$ cat config.mk
export PLATFORM = sky130hd
export DESIGN_NAME = vga_fb_arbiter
export DESIGN_NICKNAME = d
export VERILOG_FILES = /design/src/rtl/vga_fb_arbiter.sv
export SDC_FILE = /design/constraint.sdc
export NUM_CORES = 1
export LEC_CHECK = 0
export BUFFER_PORTS_ARGS = -buffer_cell sky130_fd_sc_hd__buf_4
export CORE_MARGIN = 4
export CORE_UTILIZATION = 55
export CTS_BUF_LIST = sky130_fd_sc_hd__clkbuf_4 sky130_fd_sc_hd__clkbuf_8
export DETAILED_ROUTE_END_ITERATION = 10
export MAX_ROUTING_LAYER = met4
export PLACE_DENSITY = 0.79
export SLEW_MARGIN = 20
export SYNTH_ARGS = -nofsm -noshare
export SYNTH_HDL_FRONTEND = slang
export SYNTH_SLANG_ARGS = --single-unit
$ cat constraint.sdc
create_clock -name clk -period 6.8 [get_ports clk]
set_input_delay 1.36 -clock clk [delete_from_list [all_inputs] [get_ports clk]]
set_output_delay 1.36 -clock clk [all_outputs]
set_load 0.01 [all_outputs]
$ cat src/rtl/vga_fb_arbiter.sv
// vga_fb_arbiter: shares one single-port framebuffer RAM between VGA scan-out (absolute priority) and a FIFO-buffered writer.
// Optional double buffering via FB_DBUF_EN (adds swap_req/bank and an extra ram_addr MSB).
module vga_fb_arbiter #(
   parameter int SCALE_LOG2 = 2,
   parameter int H_ACTIVE   = 640,
   parameter int V_ACTIVE   = 480,
   parameter int ADDR_W     = 15,
   parameter int FIFO_DEPTH = 4
) (
   input  logic              clk,
   input  logic              rst_n,
   input  logic [9:0]        x,
   input  logic [9:0]        y,
   input  logic              active_video,
   input  logic              hsync_in,
   input  logic              vsync_in,
   input  logic              wr_valid,
   output logic              wr_ready,
   input  logic [ADDR_W-1:0] wr_addr,
   input  logic [8:0]        wr_data,
`ifdef FB_DBUF_EN
   input  logic              swap_req,
   output logic              bank,
   output logic [ADDR_W:0]   ram_addr,
`else
   output logic [ADDR_W-1:0] ram_addr,
`endif
   output logic              ram_en,
   output logic              ram_we,
   output logic [8:0]        ram_wdata,
   input  logic [8:0]        ram_rdata,
   output logic              hsync,
   output logic              vsync,
   output logic [2:0]        red,
   output logic [2:0]        green,
   output logic [2:0]        blue
);
   localparam int FB_W = H_ACTIVE >> SCALE_LOG2;
   localparam int CELLS = FB_W * (V_ACTIVE >> SCALE_LOG2);
   localparam int PW = $clog2(FIFO_DEPTH);
   localparam logic [9:0] SUB_MASK = 10'((1 << SCALE_LOG2) - 1);

   logic              run_q;
   logic [PW-1:0]     wp, rp;
   logic [PW:0]       count;
   logic [ADDR_W-1:0] fa [FIFO_DEPTH];
   logic [8:0]        fd [FIFO_DEPTH];
   logic              empty, full, push, pop, disp, in_range;
   logic [ADDR_W-1:0] rd_addr, head_addr, addr_lo;
   logic [1:0]        act_d, hs_d, vs_d;
   logic              rd_d1;
   logic [8:0]        pix_reg;

   assign empty     = count == '0;
   assign full      = count == (PW+1)'(FIFO_DEPTH);
   // run_q holds the arbiter idle for the first cycle after reset release
   assign wr_ready  = run_q && !full;
   assign push      = wr_valid && wr_ready;
   assign disp      = run_q && active_video && (x & SUB_MASK) == '0;
   assign pop       = run_q && !disp && !empty;
   assign head_addr = fa[rp];
   assign in_range  = 32'(head_addr) < CELLS;
   assign rd_addr   = ADDR_W'(32'(y >> SCALE_LOG2) * FB_W + 32'(x >> SCALE_LOG2));

   always_comb begin
      ram_en    = disp || (pop && in_range);
      ram_we    = !disp && pop && in_range;
      ram_wdata = ram_we ? fd[rp] : '0;
      addr_lo   = disp ? rd_addr : ram_we ? head_addr : '0;
   end

`ifdef FB_DBUF_EN
   logic swap_pend, vb_start;
   assign vb_start = run_q && y == 10'(V_ACTIVE) && x == '0;
   assign ram_addr = {disp ? bank : ram_we ? ~bank : 1'b0, addr_lo};
   always_ff @(posedge clk or negedge rst_n) begin
      if (!rst_n) begin
         bank      <= 1'b0;
         swap_pend <= 1'b0;
      end else begin
         if (vb_start && swap_pend) bank <= ~bank;
         swap_pend <= (swap_pend && !vb_start) || swap_req;
      end
   end
`else
   assign ram_addr = addr_lo;
`endif

   always_ff @(posedge clk or negedge rst_n) begin
      if (!rst_n) begin
         run_q <= 1'b0;
         wp    <= '0;
         rp    <= '0;
         count <= '0;
      end else begin
         run_q <= 1'b1;
         if (push) wp <= wp + PW'(1);
         if (pop) rp <= rp + PW'(1);
         count <= count + (PW+1)'(push) - (PW+1)'(pop);
      end
   end

   always_ff @(posedge clk) begin
      if (push) begin
         fa[wp] <= wr_addr;
         fd[wp] <= wr_data;
      end
   end

   always_ff @(posedge clk or negedge rst_n) begin
      if (!rst_n) begin
         act_d   <= '0;
         hs_d    <= 2'b11;
         vs_d    <= 2'b11;
         rd_d1   <= 1'b0;
         pix_reg <= '0;
      end else begin
         act_d <= {act_d[0], active_video};
         hs_d  <= {hs_d[0], hsync_in};
         vs_d  <= {vs_d[0], vsync_in};
         rd_d1 <= disp;
         if (rd_d1) pix_reg <= ram_rdata;
      end
   end

   assign hsync = hs_d[1];
   assign vsync = vs_d[1];
   assign {red, green, blue} = act_d[1] ? pix_reg : '0;
endmodule

-- Word level (Yosys, flattened, before mapping)
Memory sizes are Yosys's and may differ from the RTL's.
Cells that the tools add are included.
- register bits after elaboration: 24
- bits in writable memories: 96
- logic and storage cells: 40
- memories kept: 2
- memory list (name ; words ; width ; rd ports ; clocked after Yosys merged registers in ; wr ports ; line ; RTL):
    fa ; 4 ; 15 ; 1 ; 0 ; 1 ; 46 ; logic [ADDR_W-1:0] fa [FIFO_DEPTH];
    fd ; 4 ; 9 ; 1 ; 0 ; 1 ; 47 ; logic [8:0] fd [FIFO_DEPTH];
- add/subtract/negate cells: 5
- multiply operators: 1
- magnitude comparators: 1
- equal/unequal tests: 1
- mux-type cells: 6
- reductions and logical operators: 15
- operators with widths (cell ; number):
    $mux 15 ; 2
    $mux 9 ; 2
    $add 15x8->15 ; 1
    $lt 15x15->1 const B ; 1
    $logic_not 10->1 ; 1
    $mul 8x3->10 const B ; 1
    $logic_and 1x1->1 ; 9
    $add 2x1->2 const B ; 2
    $add 3x1->3 ; 1
    $eq 3x3->1 const B ; 1
    $logic_not 1->1 ; 3
    $logic_not 3->1 ; 1
    $sub 3x1->3 ; 1
    $mux 1 ; 2
    $logic_or 1x1->1 ; 1

-- Depth between registers and ports, before layout
Gate-level depths: netlist of the first run.
- depth after elaboration: 9
- depth in mapped cells: 11

-- Worst setup path before layout of the first run
No wires, ideal clock.
- path kind: input to output
- from: in y[3]
- to: out ram_addr[14]
- arrival time: 3.253 ns
- required time: 5.440 ns
- path slack: 2.187 ns
- stages on the path: 8
- buffers on the path: 0
- cells stage by stage: ha_1 ha_1 inv_1 fa_1 nor4_2 nand4_1 xor2_1 a22o_1
- cells in the longest elaborated chain, start to end: 3
- RTL lines (element ; line ; RTL):
    start: declaration ; 13 ; input logic [9:0] y,
    $mul 8x3->10 ; 63 ; assign rd_addr = ADDR_W'(32'(y >> SCALE_LOG2) * FB_W + 32'(x >> SCALE_LOG2));
    $add 15x8->15 ; 63 ;
    $mux 15 ; 69 ; addr_lo = disp ? rd_addr : ram_we ? head_addr : '0;
    end: declaration ; 26 ; output logic [ADDR_W-1:0] ram_addr,
No other way between the ends.

-- Worst setup path after layout of the first run
Same ends and word-level chain as after synthesis.

==> metrics, run 1 <==
status finished, final reports clean; Tcrit/Tclk final 0.744; crit path capture type primary output; die width 106 um; root buffer cell clkbuf_8; PD cells 351 nW/um^2; most frequent cell after synthesis edfxtp_1; Rel. slew slack 0.327; Area growth, synth to finish 23.4%; Post-Route WL 9870 um; met2 GRT Util 0.314; average vias per placed instance 5.41; synthesized area per cell 16.9 um^2; wire per inst 17.5 um; Die Height 106 um; row count 35; final slew viol count 0; PostCTS Resize Cnt 0; Cells after Synth 314; number of remaining DRC errors 0; synthesized area 5310 um^2; total number of vias 3044; Leakage 2.57 nW; post-synthesis register bit count 120; Final HPWL DP 6580 um; largest cells by area after synthesis edfxtp_1, mux4_2, dfrtp_1, ha_1, and2_1; total grt overflow 0; top cell type's share of synthesized area 0.543; Syn. warnings 0; clock skew 0.0115 ns; initial DRC count 164; most instantiated cells after synthesis edfxtp_1, mux4_2, ha_1; clock-pin slew on the worst setup and hold paths 0.07 ns; CP Buf/Inv Count 3; Hold Crit Class reg -> reg; busiest grt layer met2; Fmax 198 MHz; CTS tree built; crit path max-delay cell type fa_1; critical setup path kind in -> out; routing usage on met1 0.245; fin crit period 5.06 ns; Worst path max stage delay 0.40 ns; Clock Sinks 120; Max Cap Violations 0; Final setup viols 0; H-tree levels 4; register area share after synthesis 0.657; first-pass GRT wire length 16300 um; worst-case clock buffer depth 2; initial core utilization 0.569; TritonRoute pass-1 iters 5; Largest register FFs 60; RePlAce Congestion 0.825; EDFF count, synth 96; core area 9330 um^2; Top FF cell, synth edfxtp_1; worst slew pin tran 1.01 ns; RSZ-0062 raised after global routing false; area leader, netlist edfxtp_1; setup TNS after final layout 0 ns; CP Max Fanout 3; Total Power 2.30 mW; Post-CTS Setup Repair Bufs 0; final hold violation count 0; PortBufs 94; Die ar. 11300 um^2; unique cell type count in the Yosys netlist 43; Worst IR Drop VDD 0.000269 V; vias in the first global route 3215; hold buffer count at cts 0; cell chain of the critical path buf_4, ha_1, ha_1, inv_1, fa_1, nor2b_1, o22ai_1, xnor2_1, nand4_1, xor2_1, a22o_1, buf_4; Crit path arrival time 3.70 ns; Skew-Pair Late Insertion Delay 0.41 ns; Post-DRT Antenna Nets 0; Mapped Nets 397; CTS Buf Count 17; Total GRT Usage 0.196; pin count of the biggest net entering global routing 27; Async S/R FF share, synth 0.200; # IOs 97; largest delay contributor family on the critical path adder cells; final net count 504; met3 Use GR 0.0534; layout cells sized above 1 0.396; Setup crit start kind input pin; CP required 5.44 ns; n_diodes 0; initial antenna violation count 0
[metrics by stage]
step	hold slack (ns)	instance area (um^2)	std cells	setup WS, ns	utilization
after floorplan	0.331	5310	314	2.19	-
after global placement	0.337	6130	531	1.81	0.658
after detailed placement	0.342	6130	531	1.76	0.658
after CTS	0.357	6550	563	1.76	0.702
after global routing	0.360	6550	563	1.56	0.702
final	0.352	6550	563	1.74	0.702
[kinds of logic (layout without fill, tap and decap cells)]
group           Yosys count  count (layout)  synth area share
buf+inv                  24             144            0.0240
compound gates           31              31            0.0422
mux                      34              34             0.123
flops                   120             120             0.657
xor+xnor                 15              15            0.0248
simple gates             65              65            0.0674
fa+ha+maj                24              24            0.0608
other cells               1               1          0.000707
[routing by layer]
metal  up-vias  wire, um
met5         -         0
met4         0        82
met3        10       664
met2       117      4910
met1      1503      4210
li1       1414         -
[cell usage in the layout, fill, tap and decap left out, drive strengths merged, types with 3 or more instances in the layout]
cell	Yosys	routed
a22o	9	9
and2	19	19
and3	5	5
buf	8	99
bufinv	0	3
clkbuf	3	17
clkinv	0	9
dfrtp	20	20
dfstp	4	4
edfxtp	96	96
fa	3	3
ha	21	21
inv	13	14
mux2	9	9
mux4	24	24
nand2	13	13
nand2b	3	3
nand3	3	3
nor2	10	10
nor2b	4	4
o21ai	10	10
xnor2	8	8
xor2	7	7
[final cells by class]
type	instances	area, um^2
clock buffer	17	234
clock inverter	15	179
fill	630	2780
inverter	13	48.8
multi-input combinational	170	1690
sequential	120	3490
tap	129	161
timing repair buffer	99	743
[power breakdown]
part / internal [mW] / leakage, nW / total (mW) / switching, mW
logic: 0.363 / 1.21 / 0.674 / 0.311
registers: 0.896 / 1.15 / 0.975 / 0.0791
clock network: 0.363 / 0.201 / 0.648 / 0.285
[worst paths after layout]
| path | startpoint | end | slack, ns | cells past startpoint |
|---|---|---|---|---|
| setup / recovery | y[3] | ram_addr[14] | 1.74 | 12 |
| hold / removal | act_d[0] | act_d[1] | 0.35 | 0 |
| setup reg to reg | count[1] | count[2] | 4.22 | 11 |
| hold reg to reg | act_d[0] | act_d[1] | 0.35 | 0 |
| max in group asynchronous | rst_n | hs_d[0] | 5.68 | 1 |
| min in group asynchronous | rst_n | pix_reg[6] | 0.84 | 1 |
Power figures use the tool's default switching activity.
==> run 2, diff against run 1 <==
==> constraint.sdc (replaced) <==
create_clock -name clk -period 5.05 [get_ports clk]
set_input_delay 1.01 -clock clk [delete_from_list [all_inputs] [get_ports clk]]
set_output_delay 1.01 -clock clk [all_outputs]
set_load 0.01 [all_outputs]
==> run 2 against run 1 <==
Compared with the run above: global-route usage is 0.18 points higher; register-to-register slack worse by 1.7 ns; sequential power is 31% higher; cell area is 0.52% lower; wire length is 0.31% lower; core utilization is 0.36 points lower; critical path depth stayed put; sequential share of layout area is 0.28 points higher; largest power group unchanged; largest cell class unchanged.
==> metrics, run 2 (same netlist as run 1, synthesis figures left out) <==
status finished, final reports clean; crit path capture type primary output; initial DRC count 152 (-7.3%); Max Cap Violations 0 (unchanged); most frequent cells in the layout buf_4, edfxtp_1, mux4_2; largest delay contributor family on the critical path adder cells; first-pass GRT wire length 16400 um (+0.72%); row count 35 (unchanged); Fmax 229 MHz; number of remaining DRC errors 0 (unchanged); Post-CTS Setup Repair Bufs 0 (unchanged); multi-input logic area 1690 um^2 (unchanged); PD cells 462 nW/um^2 (+32%); Post-DRT Antenna Nets 0 (unchanged); CP Buf/Inv Count 3 (unchanged); die width 106 um (unchanged); n_diodes 0 (unchanged); # IOs 97 (unchanged); worst slew pin tran 0.527 ns (-0.483 ns); Skew-Pair Late Insertion Delay 0.41 ns (about the same); initial core utilization 0.569 (unchanged); core area 9330 um^2 (unchanged); Die ar. 11300 um^2 (unchanged); average vias per placed instance 5.39 (-0.32%); Final HPWL DP 6780 um (+3.1%); CTS tree built; final hold violation count 0 (unchanged); filler instances 632 (+0.32%); Total GRT Usage 0.197 (+0.00178); pin count of the biggest net entering global routing 26 (-3.7%); critical setup path kind in -> out; Rel. slew slack 0.645 (+0.319); final slew viol count 0 (unchanged); RSZ-0062 raised after global routing false; CP required 4.04 ns (-1.40 ns); fin crit period 4.37 ns; setup TNS after final layout 0 ns (unchanged); CTS Buf Count 17 (unchanged); Post-Route WL 9840 um (-0.31%); clock skew 0.0106 ns (-0.000830 ns); Reg area 3490 um^2 (unchanged); Largest register FFs 60 (unchanged); commonest non-fill, non-tap cell in the layout buf_4; TritonRoute pass-1 iters 4 (-1); initial antenna violation count 0 (unchanged); worst-case clock buffer depth 2 (unchanged); Tcrit/Tclk final 0.866; Worst path max stage delay 0.40 ns (about the same); hold buffer count at cts 0 (unchanged); Area growth, synth to finish 22.7%; Clock Sinks 120 (unchanged); Hold Crit Class reg -> reg; Crit path arrival time 3.36 ns (-0.34 ns); total number of vias 3045 (+0.033%); PostCTS Resize Cnt 0 (unchanged); vias in the first global route 3252 (+1.2%); final net count 506 (+0.40%); PortBufs 94 (unchanged); RePlAce Congestion 0.829 (+0.52%); wire per inst 17.4 um (-0.67%); Setup crit start kind input pin; total grt overflow 0 (unchanged); root buffer cell clkbuf_8; Leakage 2.56 nW (-0.26%); H-tree levels 4 (unchanged); worst reg2reg setup slack 2.48 ns (-1.74 ns); cell chain of the critical path buf_4, ha_1, ha_1, inv_1, fa_1, nor2b_1, o221ai_1, mux2i_1, nor3_1, xor2_1, a22o_1, buf_4; clock-pin slew on the worst setup and hold paths 0.07 ns (about the same); Final setup viols 0 (unchanged); CP Max Fanout 3 (unchanged); Die Height 106 um (unchanged); layout cells sized above 1 0.401 (+0.00506); crit path max-delay cell type fa_1; Total Power 3.01 mW (+31%); Worst IR Drop VDD 0.000274 V (+1.9%)
-- run 2: cell count changes in the layout (fill, tap and decap cells not counted), sizes merged --
| cell | before | now |
|---|---|---|
| bufinv | 3 | 0 |
| clkinvlp | 2 | 1 |
| inv | 14 | 23 |
| buf | 99 | 101 |
| clkinv | 9 | 4 |
-- run 2: per-stage QoR --
stage	cell area (um^2)	std cells	worst slack [ns]	hold slack [ns]	util
floorplan	5310	314	1.14	0.331	-
CTS	6510	565	0.693	0.358	0.698
global route	6510	565	0.554	0.361	0.698
detailed placement	6150	533	0.698	0.347	0.659
finish	6510	565	0.677	0.357	0.698
global placement	6150	533	0.765	0.337	0.659
-- run 2: routing by layer --
layer | vias up | routed length, um | GRT usage
met1 | 1499 | 4010 | 0.239
met2 | 116 | 5030 | 0.322
met3 | 8 | 709 | 0.0583
li1 | 1422 | - | -
met4 | 0 | 90 | 0.0638
met5 | - | 0 | -
-- run 2: area by class of cell --
type	count	area share
Tap cell	129	0.0248
Inverter	13	0.00749
Multi-Input combinational cell	170	0.260
Clock buffer	17	0.0359
Clock inverter	15	0.0200
Sequential cell	120	0.536
Timing Repair Buffer	101	0.116
-- run 2: worst paths after layout --
check	startpoint	endpoint	cells past startpoint
max	y[3]	ram_addr[14]	12
max reg2reg	count[1]	count[2]	11
min	hs_d[0]	hs_d[1]	0
max in group asynchronous	rst_n	vs_d[0]	1
min reg2reg	hs_d[0]	hs_d[1]	0
min in group asynchronous	rst_n	pix_reg[7]	1
-- run 2: power by group --
group	internal, mW	switching (mW)	total [mW]
clock network	0.358	0.418	0.777
registers	1.21	0.0706	1.28
logic	0.498	0.458	0.956
total	2.06	0.947	3.01
